### src/rtl/seq_pattern_detector_if.sv
// Serial bit stream in, match tick and window status out.
// Carries hit_count only when SEQ_PATTERN_DETECTOR_HIT_COUNT_EN is defined.
interface seq_pattern_detector_if #(
    parameter int unsigned PAT_W = 4,
    parameter int unsigned CNT_W = 16
);
    logic             bit_in;
    logic             bit_valid;
    logic             tick;
    logic [PAT_W-1:0] window;
    logic             primed;
`ifdef SEQ_PATTERN_DETECTOR_HIT_COUNT_EN
    logic [CNT_W-1:0] hit_count;

    modport master (
        output bit_in, bit_valid,
        input  tick, window, primed, hit_count
    );
    modport slave (
        input  bit_in, bit_valid,
        output tick, window, primed, hit_count
    );
`else
    modport master (
        output bit_in, bit_valid,
        input  tick, window, primed
    );
    modport slave (
        input  bit_in, bit_valid,
        output tick, window, primed
    );
`endif
endinterface

### src/rtl/seq_pattern_detector.sv
// Serial pattern detector, overlap or non-overlap matching by parameter.
// Optional saturating hit counter: SEQ_PATTERN_DETECTOR_HIT_COUNT_EN.
module seq_pattern_detector #(
    parameter int unsigned      PAT_W   = 4,
    parameter logic [PAT_W-1:0] PATTERN = 4'b1011,
    parameter bit               OVERLAP = 1'b1,
    parameter int unsigned      CNT_W   = 16
) (
    input  logic                 clk,
    input  logic                 reset,
    seq_pattern_detector_if.slave bus
);
    localparam int unsigned FILL_W = $clog2(PAT_W + 1);
    localparam logic [FILL_W-1:0] FULL = FILL_W'(PAT_W);

    typedef enum logic {
        S_FILL,
        S_ARMED
    } state_e;

    state_e            state_q, state_d;
    logic [PAT_W-1:0]  window_q, window_d;
    logic [FILL_W-1:0] fill_q, fill_d;
    logic [FILL_W-1:0] fill_inc;
    logic              tick_q, tick_d;
    logic              match;

    always_comb begin
        state_d  = state_q;
        window_d = window_q;
        fill_d   = fill_q;
        fill_inc = fill_q;
        tick_d   = 1'b0;
        match    = 1'b0;
        if (bus.bit_valid) begin
            window_d = {window_q[PAT_W-2:0], bus.bit_in};
            fill_inc = (fill_q == FULL) ? FULL : fill_q + 1'b1;
            fill_d   = fill_inc;
            match    = (fill_inc == FULL) && (window_d == PATTERN);
            tick_d   = match;
            case (state_q)
                S_FILL:  if (fill_inc == FULL) state_d = S_ARMED;
                S_ARMED: state_d = S_ARMED;
                default: state_d = S_FILL;
            endcase
            // Non-overlap: keep the window but demand PAT_W fresh bits.
            if (match && !OVERLAP) begin
                fill_d  = '0;
                state_d = S_FILL;
            end
        end
    end

    always_ff @(posedge clk) begin
        if (!reset) begin
            state_q  <= S_FILL;
            window_q <= '0;
            fill_q   <= '0;
            tick_q   <= 1'b0;
        end else begin
            state_q  <= state_d;
            window_q <= window_d;
            fill_q   <= fill_d;
            tick_q   <= tick_d;
        end
    end

    assign bus.tick   = tick_q;
    assign bus.window = window_q;
    assign bus.primed = (state_q == S_ARMED);

`ifdef SEQ_PATTERN_DETECTOR_HIT_COUNT_EN
    logic [CNT_W-1:0] hit_count_q, hit_count_d;

    always_comb begin
        hit_count_d = hit_count_q;
        if (tick_d && (hit_count_q != {CNT_W{1'b1}}))
            hit_count_d = hit_count_q + 1'b1;
    end

    always_ff @(posedge clk) begin
        if (!reset) hit_count_q <= '0;
        else        hit_count_q <= hit_count_d;
    end

    assign bus.hit_count = hit_count_q;
`endif
endmodule

### src/flat_wrapper.sv
// flat-port wrapper written by rule: the top's interface ports become plain ports
module seq_pattern_detector_flat 
#(
    parameter int unsigned      PAT_W   = 4,
    parameter logic [PAT_W-1:0] PATTERN = 4'b1011,
    parameter bit               OVERLAP = 1'b1,
    parameter int unsigned      CNT_W   = 16
)
  (clk, reset, bus_bit_in, bus_bit_valid, bus_tick, bus_window, bus_primed);
  seq_pattern_detector_if #(.PAT_W(PAT_W), .CNT_W(CNT_W)) bus_i ();
  input  logic clk;
  input  logic reset;
  input wire logic [$bits(bus_i.bit_in)-1:0] bus_bit_in;
  input wire logic [$bits(bus_i.bit_valid)-1:0] bus_bit_valid;
  output wire logic [$bits(bus_i.tick)-1:0] bus_tick;
  output wire logic [$bits(bus_i.window)-1:0] bus_window;
  output wire logic [$bits(bus_i.primed)-1:0] bus_primed;
  assign bus_i.bit_in = bus_bit_in;
  assign bus_i.bit_valid = bus_bit_valid;
  assign bus_tick = bus_i.tick;
  assign bus_window = bus_i.window;
  assign bus_primed = bus_i.primed;
  seq_pattern_detector #(.PAT_W(PAT_W), .PATTERN(PATTERN), .OVERLAP(OVERLAP), .CNT_W(CNT_W)) u_core (.clk(clk), .reset(reset), .bus(bus_i));
endmodule
### config.mk
export PLATFORM = sky130hd
export DESIGN_NAME = seq_pattern_detector_flat
export DESIGN_NICKNAME = d
export VERILOG_FILES = /design/src/rtl/seq_pattern_detector_if.sv /design/src/rtl/seq_pattern_detector.sv /design/src/flat_wrapper.sv
export SDC_FILE = /design/constraint.sdc
export NUM_CORES = 1
export LEC_CHECK = 0
export CORE_AREA = 4 4 41 43
export CTS_CLUSTER_SIZE = 12
export DETAILED_ROUTE_END_ITERATION = 16
export DIE_AREA = 0 0 45 47
export PLACE_DENSITY = 0.55
export SYNTH_ARGS = -nofsm -noshare
export SYNTH_HDL_FRONTEND = slang
export SYNTH_SLANG_ARGS = --single-unit
### constraint.sdc
create_clock -name clk -period 1.2 [get_ports clk]
set_input_delay 0.3 -clock clk [delete_from_list [all_inputs] [get_ports clk]]
set_output_delay 0.3 -clock clk [all_outputs]
set_load 0.03 [all_outputs]
==> flow_summary_export.csv, run 1 <==
group,metric,value,unit
setup_path,cp.arrival,1.34,ns
yosys,synth.yosys.seq_area_share,45.6,%
cts,cts_max_path_buffers,2,
setup_path,cp_slowest_stage_delay,0.33,ns
sta,grt_setup_unrepaired,"true",
setup_path,reg2reg_to,"u_core.fill_q[2]",
route,vias,332,
yosys,yosysUniqueCellTypes,16,
cts,clock_latency,0.25,ns
yosys,synth_flop_cell,"dfxtp_1",
place,place.gp.congestion,0.652,
yosys,async_flop_share,0,%
route,ant_nets,0,
route,wl_per_cell,10.6,um
place,io_buffer_count,9,
sta,slew_headroom,88.2,%
floorplan,start_util,30.4,%
grt,use_met2,12.7,%
yosys,synthTopCellsByCount,"dfxtp_1, nor2_1, mux2i_1",
power_and_ir_drop,p_leak,0.271,nW
sta,timing.fmax,857,MHz
grt,top_usage_layer,"met2",
cts,cts_hold_buf,0,
yosys,yosys.area.top_type,"dfxtp_1",
cts,clock-root-buffer,"clkbuf_4",
floorplan,dieArea,2120,um2
setup_path,worstPathRequired,1.37,ns
layout,final_nets,66,
setup_path,path_cells,"inv_2 > ha_4 > and2b_2 > buf_6 > a311oi_2",
floorplan,row_count,13,
hold_path,holdPathEnd,"u_core.bus.primed",
setup_path,path_max_fanout,3,
cts,clkSlewWorstSetupHoldPaths,0.06,ns
cts,clock-sinks,9,
cts,tritoncts.num_buffers,3,
grt,antenna_found_initial,0,
sta,fin_ws,0.0338,ns
sta,setup_viol,0,
yosys,synthTopCellsByArea,"dfxtp_1, mux2i_1, nor2_1, ha_1, a21oi_1",
cts,htreeDepth,1,
power_and_ir_drop,power.density,1130,nW/um2
yosys,yosysMostFrequentCell,"dfxtp_1",
floorplan,die_w,45,um
grt,met3_usage,5.75,%
floorplan,io_pins,10,
place,dp.cells,69,
grt,grt_overflow,0,
sta,hold_ws,0.488,ns
setup_path,cp-start-kind,"register",
yosys,syn_nets,45,
run_status,status,"completed",
grt,grt_start_max_net_pins,7,
hold_path,min_path_type,"register to register",
layout,stdcell_count,74,
layout,n_antenna_cell,0,
route,viasPerCell,4.49,
setup_path,rrSetupSlack,0.03,ns
setup_path,critical_path.endpoint_type,"register",
sta,tightest_slew,0.177,ns
yosys,synth_top_area_share,45.6,%
setup_path,worstSetupPathType,"register to register",
route,drt_wl_total,781,um
layout,final_layout_size_suffix_gt1_share,44.1,%
route,drt_iter0_markers,1,
hold_path,worstHoldPathCells,1,
hold_path,hold_start,"u_core.bus.primed",
yosys,yosys_warnings,0,
setup_path,rr_worst_depth,5,
power_and_ir_drop,finalPower,0.666,mW
setup_path,r2r_start,"u_core.fill_q[1]",
yosys,syn-cell-area,395,um2
sta,skew,0.00139,ns
cts,cts_tree,"built",
layout,synthToLayoutAreaGrowth,49.4,%
sta,post-route-period-util,97.2,%
sta,period_minus_slack,1.17,ns
floorplan,die_h,47,um
sta,final_hold_viol_count,0,
route,drc,0,
yosys,syn_area_per_cell,10.1,um2
setup_path,crit_slowest_cell,"dfxtp_2",
grt,grt_pass1_wl,1.30,mm
place,post-place-ws,-0.119,ns
sta,slew_viol_final,0,
floorplan,core_area,1300,um2
route,firstDrtPassIters,2,
grt,track_usage,8.56,%
flow_run,drv_cap,0,
power_and_ir_drop,peakVddDrop,0.000794,V
grt,use_met1,10.3,%
yosys,syn-instance-count,39,
yosys,ys_ff_latch,9,
place,place.detailed.hpwl,563,um
yosys,synth_enable_flop_cells,0,
grt,grt_pass1_vias,317,
## how the worst max path moves through the flow
stage                           startpoint                end  cells after the start
after CTS                 u_core.fill_q[1]   u_core.fill_q[2]                      5
after floorplan           u_core.fill_q[0]    u_core.bus.tick                      5
final                     u_core.fill_q[1]   u_core.fill_q[2]                      5
after detailed placement     bus_bit_valid  u_core.bus.primed                      4
after global routing      u_core.fill_q[1]   u_core.fill_q[2]                      5
after global placement       bus_bit_valid  u_core.bus.primed                      4
## kinds of logic after synthesis
family	after synthesis	share of synthesized area, %
muxes	6	15.2
and+or+nand+nor	12	16.8
buffers and inverters	4	5.70
AOI/OAI and AO/OA	6	10.4
adders and majority gates	2	6.33
DFF	9	45.6
## where the power goes
part	switching, mW	internal (mW)	total [mW]
registers	0.00967	0.311	0.321
logic	0.0529	0.0637	0.117
clock network	0.101	0.128	0.228
## registers in the layout (all words and copies together) (netlist names)
signal and cells:
u_core.bus.tick 1, u_core.bus.primed 1, u_core.fill_q 3, u_core.bus.window 4
## final cells by class
cell class | instances | area (um2)
tap | 15 | 18.8
sequential | 9 | 183
timing repair buffer | 17 | 139
fill | 144 | 711
inverter | 3 | 11.3
clock buffer | 4 | 26.3
multi-input combinational | 26 | 213
## cell usage in the layout (no fill, tap or decap), types with 2 or more instances in the layout
master           instances
inv_2                    3
nor2_1                   7
a21oi_1                  3
buf_4                   13
dfxtp_2                  2
mux2i_1                  6
clkdlybuf4s50_1          3
clkbuf_4                 3
dfxtp_1                  7
## worst max-delay path: cells and delay by family (launching register included)
kind / cells / cell delay [ns]
DFF: 1 / 0.33
and+or+nand+nor: 1 / 0.23
AOI/OAI and AO/OA: 1 / 0.21
buffers and inverters: 2 / 0.19
adders and majority gates: 1 / 0.13
## per-layer routing
| layer | share of wire (%) | wire length [um] |
|---|---|---|
| met2 | 49 | 385 |
| met5 | 0 | 0 |
| met1 | 43 | 333 |
| met4 | 0 | 0 |
| met3 | 7.9 | 62 |
## stage by stage
stage | utilization (%) | instance area, um2 | TNS (ns)
final | 45.4 | 591 | 0
after global routing | 45.4 | 591 | -0.0680
after CTS | 42.8 | 557 | 0
after detailed placement | 40.8 | 531 | -0.631
after global placement | 40.8 | 531 | -0.607
after floorplan | - | 395 | 0
## what timing repair did
item                                    4_1_cts  5_1_grt
endpoints found under the setup margin        0        3
buffers inserted                              0        1
resized for setup                             0        9
Power figures use the tool's default switching activity.
==> run 2, diff against run 1 <==
--- a/config.mk
+++ b/config.mk
@@ -9,7 +9,7 @@
 export CTS_CLUSTER_SIZE = 12
 export DETAILED_ROUTE_END_ITERATION = 16
 export DIE_AREA = 0 0 45 47
-export PLACE_DENSITY = 0.55
+export PLACE_DENSITY = 0.53
 export SYNTH_ARGS = -nofsm -noshare
 export SYNTH_HDL_FRONTEND = slang
 export SYNTH_SLANG_ARGS = --single-unit
==> constraint.sdc (replaced) <==
create_clock -name clk -period 1.3 [get_ports clk]
set_input_delay 0.325 -clock clk [delete_from_list [all_inputs] [get_ports clk]]
set_output_delay 0.325 -clock clk [all_outputs]
set_load 0.03 [all_outputs]
==> flow_summary_export.csv, run 2 (synthesis results as in run 1) <==
group,metric,value,unit
run_status,status,"completed",
setup_path,r2r_start,"u_core.fill_q[0]",
setup_path,worstSetupPathType,"register to register",
setup_path,path_max_fanout,6,
cts,tritoncts.num_buffers,3,
layout,n_fill_cell,133,
place,place.gp.congestion,0.622,
layout,synthToLayoutAreaGrowth,31.6,%
sta,final_hold_viol_count,0,
floorplan,row_count,13,
floorplan,dieArea,2120,um2
route,ant_nets,0,
sta,grt_setup_unrepaired,"false",
grt,grt_pass1_wl,1.22,mm
layout,n_antenna_cell,0,
cts,htreeDepth,1,
route,drt_iter0_markers,1,
sta,skew,0.00308,ns
grt,track_usage,8.24,%
setup_path,reg2reg_to,"u_core.bus.tick",
route,firstDrtPassIters,2,
sta,setup_viol,0,
floorplan,core_area,1300,um2
sta,slew_headroom,87.1,%
setup_path,worstPathRequired,1.45,ns
route,wl_per_cell,10.6,um
setup_path,rr_worst_depth,5,
cts,cts_setup_buffers,0,
hold_path,worstHoldPathCells,1,
power_and_ir_drop,clock_power_share,36.2,%
power_and_ir_drop,seq_power_share,50.5,%
power_and_ir_drop,p_int,0.444,mW
sta,fin_ws,0.109,ns
floorplan,io_pins,10,
grt,grt_start_max_net_pins,11,
route,drt_wl_total,723,um
layout,final_nets,60,
power_and_ir_drop,p_sw,0.143,mW
hold_path,hold_start,"u_core.bus.primed",
floorplan,start_util,30.4,%
floorplan,die_w,45,um
place,place.detailed.hpwl,581,um
sta,tightest_slew,0.192,ns
sta,slew_viol_final,0,
sta,period_minus_slack,1.19,ns
grt,grt_overflow,0,
sta,timing.fmax,840,MHz
hold_path,min_path_type,"register to register",
cts,clock-sinks,9,
power_and_ir_drop,comb_power_share,13.3,%
floorplan,die_h,47,um
sta,tns,0,ns
cts,clock-root-buffer,"clkbuf_4",
place,io_buffer_count,9,
sta,post-route-period-util,91.6,%
cts,cts_tree,"built",
cts,cts_max_path_buffers,2,
layout,mostFrequentLayoutCells,"buf_4, dfxtp_1, nor2_1",
power_and_ir_drop,power.density,1130,nW/um2
setup_path,critical_path.endpoint_type,"register",
layout,largest_reg_flops,4,
setup_path,cp-start-kind,"register",
cts,clock_latency,0.26,ns
setup_path,startpoint,"u_core.fill_q[0]",
route,vias,322,
route,drc,0,
setup_path,cp.arrival,1.34,ns
layout,register_area,181,um2
place,post-place-ws,-0.0659,ns
hold_path,holdPathEnd,"u_core.bus.primed",
route,viasPerCell,4.74,
flow_run,drv_cap,0,
layout,multiInputGateArea,193,um2
layout,final_layout_size_suffix_gt1_share,26.4,%
grt,antenna_found_initial,0,
power_and_ir_drop,p_leak,0.239,nW
setup_path,rrSetupSlack,0.11,ns
cts,clkSlewWorstSetupHoldPaths,0.06,ns
power_and_ir_drop,swShare,24.4,%
power_and_ir_drop,peakVddDrop,0.000471,V
grt,grt_pass1_vias,334,
## run 2: layout make-up
type | count | area share, %
tap | 15 | 3.61
timing repair buffer | 11 | 17.3
multi-input combinational | 26 | 37.0
inverter | 3 | 2.16
sequential | 9 | 34.9
clock buffer | 4 | 5.05
## run 2: power by group through the flow
stage	clock network [mW]	logic, mW	registers (mW)
CTS	0.223	0.0793	0.296
global route	0.229	0.0871	0.299
global placement	0	0.0766	0.301
floorplan	0	0.0446	0.308
detailed placement	0	0.0786	0.302
finish	0.212	0.0781	0.297
## run 2: worst max-delay path by stage
stage | to | slack (ns) | depth (start not counted)
floorplan | u_core.bus.tick | 0.13 | 5
finish | u_core.bus.tick | 0.11 | 5
CTS | u_core.bus.tick | 0.04 | 5
global placement | u_core.bus.primed | -0.04 | 4
global route | u_core.bus.tick | 0.05 | 5
detailed placement | u_core.fill_q[2] | -0.07 | 4
## run 2: repair_timing
action | 4_1_cts | 5_1_grt
endpoints found under the hold margin | 0 | 0
setup endpoints to repair | 0 | 2
hold buffers | 0 | 0
resized for setup | 0 | 1
## run 2: worst max-delay path, cell delays in order (launching register included)
cell and delay, ns:
dfxtp_2 0.37, inv_1 0.05, ha_1 0.20, and2b_1 0.22, a21oi_2 0.06, and4b_1 0.17
## run 2: routing by layer
metal  up-vias  share of wire, %  track usage (%)
li1        164                 -                -
met1       145                44             8.72
met5         -                 0                0
met2         9                48             13.6
met4         0               2.4             7.02
met3         4               5.3             2.30
## run 2: metrics by stage
| stage | utilization (%) | area (um2) | power [mW] | hold slack, ns | cells |
|---|---|---|---|---|---|
| after floorplan | - | 395 | 0.353 | 0.464 | 39 |
| after detailed placement | 37.9 | 493 | 0.381 | 0.476 | 64 |
| after CTS | 39.9 | 519 | 0.598 | 0.491 | 68 |
| after global routing | 40.0 | 520 | 0.614 | 0.500 | 68 |
| after global placement | 37.9 | 493 | 0.378 | 0.471 | 64 |
| final | 40.0 | 520 | 0.587 | 0.489 | 68 |
==> run 3, diff against run 2 <==
==> constraint.sdc (replaced) <==
create_clock -name clk -period 1.3 [get_ports clk]
set_input_delay 0.325 -clock clk [delete_from_list [all_inputs] [get_ports clk]]
set_output_delay 0.325 -clock clk [all_outputs]
set_load 0.005 [all_outputs]
==> flow_summary_export.csv, run 3 (synthesis results as in run 1) <==
group,metric,value,unit
run_status,status,"completed",
setup_path,r2r_start,"u_core.fill_q[0]",
sta,timing.fmax,832,MHz
place,place.gp.congestion,0.664,
layout,largest_reg_flops,4,
setup_path,worstSetupPathType,"register to register",
grt,antenna_found_initial,0,
cts,clkSlewWorstSetupHoldPaths,0.06,ns
floorplan,row_count,13,
setup_path,rrSetupSlack,0.1,ns
power_and_ir_drop,clock_power_share,36.8,%
setup_path,crit_slowest_cell,"dfxtp_2",
sta,tns,0,ns
floorplan,dieArea,2120,um2
power_and_ir_drop,p_sw,0.137,mW
cts,clock-root-buffer,"clkbuf_4",
sta,post-route-period-util,92.5,%
power_and_ir_drop,p_leak,0.261,nW
hold_path,worstHoldPathCells,1,
power_and_ir_drop,seq_power_share,51.2,%
power_and_ir_drop,swShare,23.6,%
route,firstDrtPassIters,2,
grt,grt_pass1_vias,320,
layout,fin_util,41.4,%
sta,slew_viol_final,0,
route,drt_wl_total,751,um
setup_path,cp-start-kind,"register",
flow_run,drv_cap,0,
setup_path,cp_slowest_stage_delay,0.37,ns
grt,grt_start_max_net_pins,11,
route,drt_iter0_markers,1,
hold_path,hold_start,"u_core.bus.primed",
setup_path,path_buf_inv,1,
cts,clock_latency,0.25,ns
power_and_ir_drop,finalPower,0.580,mW
floorplan,core_area,1300,um2
cts,cts_max_path_buffers,2,
place,place.detailed.hpwl,564,um
sta,slew_headroom,87.1,%
layout,final_common_cell,"nor2_1",
route,wl_per_cell,10.9,um
floorplan,start_util,30.4,%
setup_path,rr_worst_depth,5,
setup_path,critical_path.endpoint_type,"register",
hold_path,min_path_type,"register to register",
layout,final_layout_size_suffix_gt1_share,22.2,%
power_and_ir_drop,p_int,0.444,mW
hold_path,holdPathEnd,"u_core.bus.primed",
place,io_buffer_count,9,
layout,n_antenna_cell,0,
power_and_ir_drop,power.density,1080,nW/um2
setup_path,path_cells,"inv_1 > ha_1 > and2b_1 > a21oi_2 > and4b_1",
route,drc,0,
cts,cts_hold_buf,0,
setup_path,path_delay_family,"simple AND/OR/NAND/NOR gates",
cts,tritoncts.num_buffers,3,
grt,track_usage,8.95,%
setup_path,cp.arrival,1.35,ns
grt,grt_pass1_wl,1.28,mm
route,ant_nets,0,
setup_path,reg2reg_to,"u_core.bus.tick",
cts,cts_tree,"built",
sta,skew,0.00385,ns
floorplan,die_h,47,um
route,viasPerCell,4.70,
floorplan,io_pins,10,
sta,tightest_slew,0.193,ns
power_and_ir_drop,peakVddDrop,0.000451,V
sta,period_minus_slack,1.20,ns
grt,grt_overflow,0,
route,vias,324,
setup_path,path_max_fanout,6,
cts,htreeDepth,1,
setup_path,worstPathRequired,1.45,ns
sta,grt_setup_unrepaired,"false",
layout,synthToLayoutAreaGrowth,36.4,%
layout,mostFrequentLayoutCells,"nor2_1, mux2i_1, dlygate4sd2_1",
cts,clock-sinks,9,
sta,final_hold_viol_count,0,
sta,setup_viol,0,
power_and_ir_drop,comb_power_share,12.0,%
layout,final_nets,61,
floorplan,die_w,45,um
## run 3: cell types whose count changed in the layout (fill, tap and decap cells not counted)
cell | before | now
buf_4 | 8 | 3
dfxtp_1 | 8 | 5
dfxtp_2 | 1 | 4
dlygate4sd2_1 | 0 | 6
## run 3: timing repair
item,in CTS,in global routing
endpoints found under the setup margin,6,2
pin swaps,0,0
buffers inserted,1,0
gates resized for setup,9,1
## run 3: how the worst max path moves through the flow
stage | start | end | cells after the start
5_1_grt | u_core.fill_q[0] | u_core.bus.tick | 5
2_1_floorplan | u_core.fill_q[0] | u_core.bus.tick | 5
4_1_cts | u_core.fill_q[0] | u_core.bus.tick | 5
3_3_place_gp | bus_bit_valid | u_core.fill_q[2] | 4
3_5_place_dp | bus_bit_valid | u_core.fill_q[2] | 4
6_report | u_core.fill_q[0] | u_core.bus.tick | 5
## run 3: per-stage QoR
stage	cells	hold slack (ns)	worst slack, ns	area, um2
detailed placement	64	0.477	-0.0675	508
floorplan	39	0.464	0.132	395
finish	69	0.481	0.0977	539
global placement	64	0.468	-0.0492	508
CTS	69	0.487	0.0183	538
global route	69	0.515	0.0376	539
## run 3: metal layers
metal	routed length [um]	global-route usage (%)	up-vias
li1	-	-	164
met5	0	0	-
met4	0	7.02	0
met1	332	8.70	153
met3	30	3.45	0
met2	389	15.3	7
## run 3: area by class of cell
class	count	area, um2
tap	15	18.8
fill	148	762
inverter	3	11.3
timing repair buffer	12	105
clock buffer	4	26.3
multi-input combinational	26	193
sequential	9	185
## run 3: power by group through the flow
stage	Sequential, mW	Combinational (mW)	Clock (mW)
2_1_floorplan	0.300	0.0446	0
6_report	0.297	0.0699	0.214
5_1_grt	0.299	0.0773	0.241
3_5_place_dp	0.302	0.0718	0
3_3_place_gp	0.302	0.0703	0
4_1_cts	0.296	0.0708	0.223
